--- config.mk ---
export PLATFORM = sky130hd
export DESIGN_NAME = sw_run_ctrl
export DESIGN_NICKNAME = d
export VERILOG_FILES = /design/src/rtl/sw_ctrl_pkg.sv /design/src/rtl/sw_edge_det.sv /design/src/rtl/sw_run_ctrl.sv
export SDC_FILE = /design/constraint.sdc
export NUM_CORES = 1
export LEC_CHECK = 0
export CAP_MARGIN = 20
export CORE_ASPECT_RATIO = 1.2
export CORE_MARGIN = 1
export CORE_UTILIZATION = 47
export CTS_CLUSTER_SIZE = 20
export DETAILED_ROUTE_END_ITERATION = 10
export GPL_TIMING_DRIVEN = 0
export PLACE_DENSITY = 0.73
export SYNTH_ARGS = -nofsm -noshare
export SYNTH_HDL_FRONTEND = slang
export SYNTH_SLANG_ARGS = --single-unit
--- constraint.sdc ---
create_clock -name CLK -period 2.4 [get_ports CLK]
set_clock_uncertainty 0.05 [all_clocks]
set_input_delay 0.36 -clock CLK [delete_from_list [all_inputs] [get_ports CLK]]
set_output_delay 0.36 -clock CLK [all_outputs]
set_load 0.02 [all_outputs]
--- src/rtl/sw_ctrl_pkg.sv ---
// Shared encodings for the stopwatch run/stop/lap sequencer.
// State codes and the BCD terminal count live here.
package sw_ctrl_pkg;

  typedef enum logic [1:0] {
    IDLE = 2'd0,
    RUN  = 2'd1,
    LAP  = 2'd2,
    STOP = 2'd3
  } state_t;

  localparam logic [15:0] BCD_MAX = 16'h9999;

  function automatic logic is_run(input state_t s);
    return (s == RUN) || (s == LAP);
  endfunction

endpackage

--- src/rtl/sw_edge_det.sv ---
// Rising-edge detector for a debounced button level.
// PULSE is high for the one cycle where LVL is high and was low.
module sw_edge_det (
  input  logic CLK,
  input  logic RST,
  input  logic LVL,
  output logic PULSE
);

  logic prev;

  always_ff @(posedge CLK) begin
    if (RST) prev <= 1'b0;
    else     prev <= LVL;
  end

  assign PULSE = LVL & ~prev;

endmodule

--- src/rtl/sw_run_ctrl.sv ---
// Stopwatch run/stop/lap sequencer: button commands, count
// tick prescaler, digit clear, lap snapshot and display mux.
import sw_ctrl_pkg::*;

module sw_run_ctrl #(
  parameter int unsigned TICK_DIV = 1_000_000
) (
  input  logic        CLK,
  input  logic        RST,
  input  logic        BTN_SS,
  input  logic        BTN_LR,
  input  logic [15:0] CNT_VAL,
  output logic        TICK,
  output logic        CLR,
  output logic [15:0] DISP_VAL,
  output logic        RUNNING,
  output logic        LAP_ACT,
  output logic        OVF
);

  localparam logic [31:0] PMAX = 32'(TICK_DIV - 1);

  state_t      state;
  state_t      nxt;
  logic        ss_p;
  logic        lr_raw;
  logic        lr_p;
  logic        lap_ld;
  logic        clr_nxt;
  logic        adv;
  logic        wrap;
  logic [31:0] pcnt;
  logic [15:0] lap_reg;

  sw_edge_det u_ss (
    .CLK   (CLK),
    .RST   (RST),
    .LVL   (BTN_SS),
    .PULSE (ss_p)
  );

  sw_edge_det u_lr (
    .CLK   (CLK),
    .RST   (RST),
    .LVL   (BTN_LR),
    .PULSE (lr_raw)
  );

  // Start/stop beats lap/reset when both land in one cycle.
  assign lr_p = lr_raw & ~ss_p;

  always_comb begin
    nxt     = state;
    lap_ld  = 1'b0;
    clr_nxt = 1'b0;
    unique case (state)
      IDLE: begin
        if (ss_p)      nxt     = RUN;
        else if (lr_p) clr_nxt = 1'b1;
      end
      RUN: begin
        if (ss_p) begin
          nxt = STOP;
        end else if (lr_p) begin
          nxt    = LAP;
          lap_ld = 1'b1;
        end
      end
      LAP: begin
        if (ss_p)      nxt = STOP;
        else if (lr_p) nxt = RUN;
      end
      STOP: begin
        if (ss_p) begin
          nxt = RUN;
        end else if (lr_p) begin
          nxt     = IDLE;
          clr_nxt = 1'b1;
        end
      end
    endcase
  end

  // Freeze on the stopping edge so no tick escapes into STOP.
  assign adv  = is_run(state) && is_run(nxt);
  assign wrap = adv && (pcnt == PMAX);

  always_ff @(posedge CLK) begin
    if (RST) begin
      state   <= IDLE;
      pcnt    <= 32'd0;
      lap_reg <= 16'd0;
      TICK    <= 1'b0;
      CLR     <= 1'b0;
      OVF     <= 1'b0;
    end else begin
      state <= nxt;
      TICK  <= wrap;
      CLR   <= clr_nxt;
      if (clr_nxt)   pcnt <= 32'd0;
      else if (wrap) pcnt <= 32'd0;
      else if (adv)  pcnt <= pcnt + 32'd1;
      if (lap_ld) lap_reg <= CNT_VAL;
      if (clr_nxt)
        OVF <= 1'b0;
      else if (TICK && (CNT_VAL == BCD_MAX))
        OVF <= 1'b1;
    end
  end

  assign RUNNING  = is_run(state);
  assign LAP_ACT  = (state == LAP);
  assign DISP_VAL = LAP_ACT ? lap_reg : CNT_VAL;

endmodule

---- Yosys cells after proc, flatten, opt, wreduce, memory -nomap -nowiden ----
Index checks and enable logic that the tools add are counted.
cells by class
  bitwise logic cells ..................... 6
  reductions and logical operators ........ 9
  add/sub/neg operators ................... 1
  equality and inequality tests ........... 7
  multiplexer cells ....................... 13
operators by type and width
  kind                   number
  $add 32x1->32 const B  1
  $eq 32x20->1 const B   1
  $eq 16x16->1 const B   1
  $mux 16                1
  $mux 2                 7
  $pmux 2 s4             1
  $eq 2x2->1 const B     3
  $eq 2x1->1 const B     2
  $mux 1                 4
  $reduce_or 2->1        2
  $and 1x1->1            3
  $logic_and 1x1->1      3
  $not 1->1              3
  $reduce_or 3->1        1
  $logic_not 2->1        1
  $logic_or 1x1->1       2
storage, ports and cells
  output and inout bits ................... 21
  register bits ........................... 55
  bits of input ports ..................... 20
  word-level logic and storage cells ...... 44

---- Longest topological paths before layout ----
  word-level depth ........................ 12
  mapped depth ............................ 13
  depth with buffers taken out ............ 9

---- By module ----
Synthesis repeated with hierarchy kept, for this count alone.
second synthesis, totals
  cell total of the unflattened synthesis .. 334
  area, all modules ....................... 2,907.8 um^2
modules (own cells, without submodules)
  module       cells each  area each (um^2)  seq. area each (um^2)  times used
  sw_run_ctrl  328         2,812.7           1,061.0                1
  sw_edge_det  3           47.5              20.0                   2

---- Least setup slack after synthesis ----
Ideal clock, no wire load.
  path type ............................... register to register
  start point ............................. register state[0]
  end point ............................... register pcnt[12]
  buffers on the path ..................... 5
  setup time .............................. 64 ps
  required time ........................... 2,286 ps
  stages on the path, launching flop included .. 14
  period minus slack after synthesis ...... 2,530 ps
  slack ................................... -130 ps
  data arrival time ....................... 2,416 ps
  cell sequence ........................... dfxtp_1 -> inv_1 -> ha_1 -> buf_2 -> a211oi_2 -> a311oi_2 -> o211a_1 -> buf_2 -> or2_1 -> buf_2 -> a21o_1 -> buf_6 -> buf_6 -> nor2_1
on the way
  elaborated cells between the ends (all ways) .. 21
  those cells by class .................... eq/ne: 5; mux: 9; reduce/logical: 7
RTL lines
  item                                             line                text
  start, declared                                  sw_run_ctrl.sv:23   state_t state;
  start signal, assigned                           sw_run_ctrl.sv:97   state <= nxt;
  $eq 2x2->1 (*)                                   -
  named net LAP_ACT                                sw_run_ctrl.sv:17   output logic LAP_ACT,
  $pmux 2 s4                                       sw_run_ctrl.sv:56   unique case (state)
  $eq 2x1->1 / $eq 2x2->1 (equally long branches)  sw_ctrl_pkg.sv:15   return (s == RUN) || (s == LAP);
  $logic_or 1x1->1                                 sw_ctrl_pkg.sv:15
  $logic_and 1x1->1 (*)                            sw_run_ctrl.sv:85   assign adv = is_run(state) && is_run(nxt);
  $logic_and 1x1->1                                sw_run_ctrl.sv:86   assign wrap = adv && (pcnt == PMAX);
  $reduce_or 3->1 (no source line)                 -
  end signal, assigned                             sw_run_ctrl.sv:102  else if (adv) pcnt <= pcnt + 32'd1;
  end, declared                                    sw_run_ctrl.sv:32   logic [31:0] pcnt;
Mark *: on every way through the listed nets, which the timed path passes. The rest lies on a longest branch.
A chain may end at the register's enable or synchronous reset.

---- Worst setup path after layout ----
  start point ............................. register state[1]
  end point ............................... register pcnt[7]
on the way
  longest elaborated chain between the ends .. 8
  elaborated cells between the ends (all ways) .. 21
  those cells by class .................... eq/ne: 5; mux: 9; reduce/logical: 7
RTL lines
  item                                             line
  $mux 2, on equally long branches                 sw_run_ctrl.sv:76, sw_run_ctrl.sv:64, sw_run_ctrl.sv:71
  $mux 2, on equally long branches                 sw_run_ctrl.sv:74, sw_run_ctrl.sv:62, sw_run_ctrl.sv:70
  $pmux 2 s4                                       sw_run_ctrl.sv:56
  $eq 2x1->1 / $eq 2x2->1 (equally long branches)  sw_ctrl_pkg.sv:15
  $logic_or 1x1->1                                 sw_ctrl_pkg.sv:15
  $logic_and 1x1->1                                sw_run_ctrl.sv:85
  $logic_and 1x1->1                                sw_run_ctrl.sv:86
  $reduce_or 3->1 (no source line)                 -
Parallel ways exist; a longest one is shown, timed or not.

==> summary.md <==
| Metric | Value |
|---|---|
| Fin. Hold Viols | `0` |
| Synthesized cell area | `between 2000 and 3000 um^2` |
| Cells on worst reg2reg path | `13` |
| Worst VDD drop | `0.301 mV` |
| Final slew viol count | `0` |
| Port Buffer Count | `40` |
| Global-route wire length before repair | `11,000 um` |
| Final nets | `414` |
| Cts bufs inserted | `5` |
| Initial antenna violation count | `0` |
| Num Clock Sinks | `55` |
| Top FF cell, synth | `dfxtp_1` |
| Buf+Inv Stages, Crit Path | `5` |
| Post-synth top area share | `0.396` |
| Die Span Y | `86.3 um` |
| Final Wtd Congestion | `just over 0.8` |
| Vias after detailed routing | `2,629` |
| Hold depth | `2` |
| Largest net degree at the start of global routing | `18` |
| Area after DPL | `around 3300 um^2` |
| Finished Core Util | `0.693` |
| Max Fclk | `0.408 GHz` |
| Syn-to-layout area delta | `41.3%` |
| Crit path max fanout | `7` |
| Share of cells above drive strength 1 | `0.254` |
| Worst Max-Slew Pin Slew | `0.570 ns` |
| Net Sw Power | `around 480 uW` |
| Post-synth cell types | `46` |
| Max_slew headroom | `0.619` |
| Post-route antenna net violation count | `0` |
| Slowest cell on the critical path | `dfxtp_4` |
| Hpwl dp | `4430 um` |
| Max_cap viols | `0` |
| Drt initial violations | `96` |
| Switching Share | `0.271` |
| Vias/cell | `around 5.6` |
| Pwr/cell area | `roughly 450 nW/um^2` |
| Comb power frac | `0.190` |
| Hold Slack | `0.408 ns` |
| Leading post-synthesis cells by cell area | `dfxtp_1 (40%), xor2_1 (7.6%), mux2_2 (6.5%), nand2_1 (5.7%), nor2_1 (5.5%)` |
| Clock transition at path regs | `0.10 ns` |
| CP Launch Type | `register` |
| Gr ovfl total | `0` |
| Crit path cell chain | `inv_4 > ha_4 > nor3b_2 > mux2i_1 > a21o_1 > nor4b_4 > buf_4 > or2_1 > buf_6 > a21o_1 > buf_6 > clkbuf_16 > nor2_2` |
| Setup violations, final | `23` |
| CP max stage delay | `around 0.38 ns` |
| Clk pwr share | `0.287` |
| Root Driver | `clkbuf_8` |
| Mapped Avg Cell Area | `8.61 um^2` |
| Dpl ws | `-0.546 ns` |
| Sequential-to-total area share from yosys stat | `0.396` |
| Area leader, netlist | `dfxtp_1` |
| Residual DRC | `0` |
| Yosys reg bits | `55` |
| H-tree level count | `2` |
| RSZ-0062 raised after global routing | `true` |
| Worst min path class | `reg2reg` |
| Worst Path Arrival | `roughly 2.7 ns` |
| Layout Cells excl Fill | `470` |
| N_diodes | `0` |
| FILL cells | `423` |
| Core footprint | `5670 um^2` |
| Top Family by Delay on Critical Path | `buffers and inverters` |
| Lkg Pwr | `~1.4 nW` |
| CP required | `2.60 ns` |
| Worst r2r src | `state[1]` |
| Async SR Flop Fraction | `0` |
| Ys Warns | `0` |
| Tot GR Track Use | `0.219` |
| P_int | `1.30 mW` |
| Worst Hold Launch | `lap_reg[3]` |
| Die area | `6230 um^2` |
| # rows | `30` |
| Final WS setup | `-0.0517 ns` |
| Max reg flops | `32` |
| Ratio of final minimum period to clock period | `1.02` |
| Ports | `41` |
| WL per Instance | `15.2 um` |
| Reg2Reg Setup Slack | `-0.05 ns` |
| Run status | `finished with violations` |
| Initial Utilization | `0.491` |
| Cell area after layout | `approximately 3900 um^2` |
| CTS tree | `yes` |
| Worst reg2reg endpoint | `pcnt[7]` |
| Max Root-Sink Buffers | `2` |
| Setup Crit Path Kind | `reg2reg` |
| Final min period | `2.45 ns` |
| Hold EP | `lap_reg[3]` |
| Hold bufs inserted after CTS | `0` |
| Die Span X | `72.2 um` |
| TritonRoute pass-1 iters | `5` |
| WL final | `7170 um` |
| Clk Latency, worst-skew pair | `0.31 ns` |
| Failing checks | `negative setup slack` |
| Mapped Nets | `between 300 and 400` |
| Cell count after synthesis | `323` |
| Flop pwr share | `0.523` |
| Vias in the first global route | `2,460` |
| Worst setup EP type | `register` |
| Post-synth EDFFs | `0` |
| Cell count after placement | `roughly 440` |
-- cells in the final DEF, fill, tap and decap left out, types with 9 or more instances in the layout --
master	count
nor2_1	22
nor2_4	14
xor2_1	23
clkdlybuf4s50_1	24
a21oi_1	21
nand2_1	42
buf_6	10
and3_1	9
buf_4	12
dfxtp_1	53
dlygate4sd2_1	10
mux2_2	16
nand3_1	12
-- kinds of logic (layout without fill, tap and decap cells) --
kind of cell	after synthesis	count (layout)	share of synthesized area
flops	55	55	0.396
xor+xnor	26	26	0.0819
buf+inv	20	87	0.0374
fa+ha+maj	5	5	0.0225
simple gates	138	138	0.244
mux	17	17	0.0684
compound gates	62	62	0.150
-- synth_stat cells, types with 2 or more instances --
cell type	n
a211oi_1	3
a21o_1	2
a21oi_1	23
a31oi_1	2
and2_1	4
and3_1	9
buf_2	5
buf_6	3
clkbuf_1	7
dfxtp_1	55
ha_1	5
inv_1	4
mux2_2	16
nand2_1	42
nand3_1	12
nand4_1	3
nor2_1	41
nor2b_1	2
nor3_1	7
nor4_1	5
o2111ai_1	10
o211ai_1	8
o21ai_0	7
o21bai_1	2
xnor2_1	2
xor2_1	24
-- power groups by stage --
stage,logic (mW),registers (mW),clock network [mW]
finish,0.339,0.932,0.512
global route,0.358,0.934,0.567
CTS,0.265,0.931,0.527
detailed placement,0.238,0.954,0
global placement,0.237,0.953,0
floorplan,0.138,0.953,0
-- area by class of cell --
cell class	instances	area, um^2	share of cell area
inverters	4	17.5	0.00446
flip-flops and latches	55	1110	0.282
well taps	80	100	0.0255
clock inverters	3	20.0	0.00510
multi-input cells	248	1830	0.466
repair buffers	61	653	0.166
plain buffers	14	131	0.0334
clock buffers	5	68.8	0.0175
-- worst min-delay path, cell delays in order, from the launching register on --
cell	delay, ns
dfxtp_1	0.32
nand2_1	0.05
a21oi_1	0.05
-- routing by layer --
| layer | vias up | global-route usage | wire length, um |
|---|---|---|---|
| li1 | 1276 | - | - |
| met1 | 1238 | 0.256 | 2920 |
| met2 | 95 | 0.391 | 3670 |
| met3 | 20 | 0.0442 | 384 |
| met4 | 0 | 0.0802 | 190 |
| met5 | - | 0 | 0 |
-- worst max path at each step --
stage / from / endpoint / cells past startpoint
3_5_place_dp: BTN_LR / pcnt[18] / 10
3_3_place_gp: BTN_LR / pcnt[7] / 10
6_report: state[1] / pcnt[7] / 13
5_1_grt: state[1] / pcnt[11] / 12
4_1_cts: state[1] / pcnt[18] / 12
2_1_floorplan: state[0] / pcnt[12] / 13
-- stage by stage --
stage	TNS [ns]	total power [mW]
after floorplan	0	1.09
after global placement	-14.96	1.19
after detailed placement	-16.06	1.19
after CTS	0	1.72
after global routing	-3.54	1.86
final	-0.742	1.78
-- what timing repair did --
item	4_1_cts	5_1_grt
gates resized for setup	26	75
setup buffers	10	8
cloned	0	3
setup endpoints to repair	42	44
pin swaps	6	39
No activity file was read; power rests on OpenSTA's default activity.
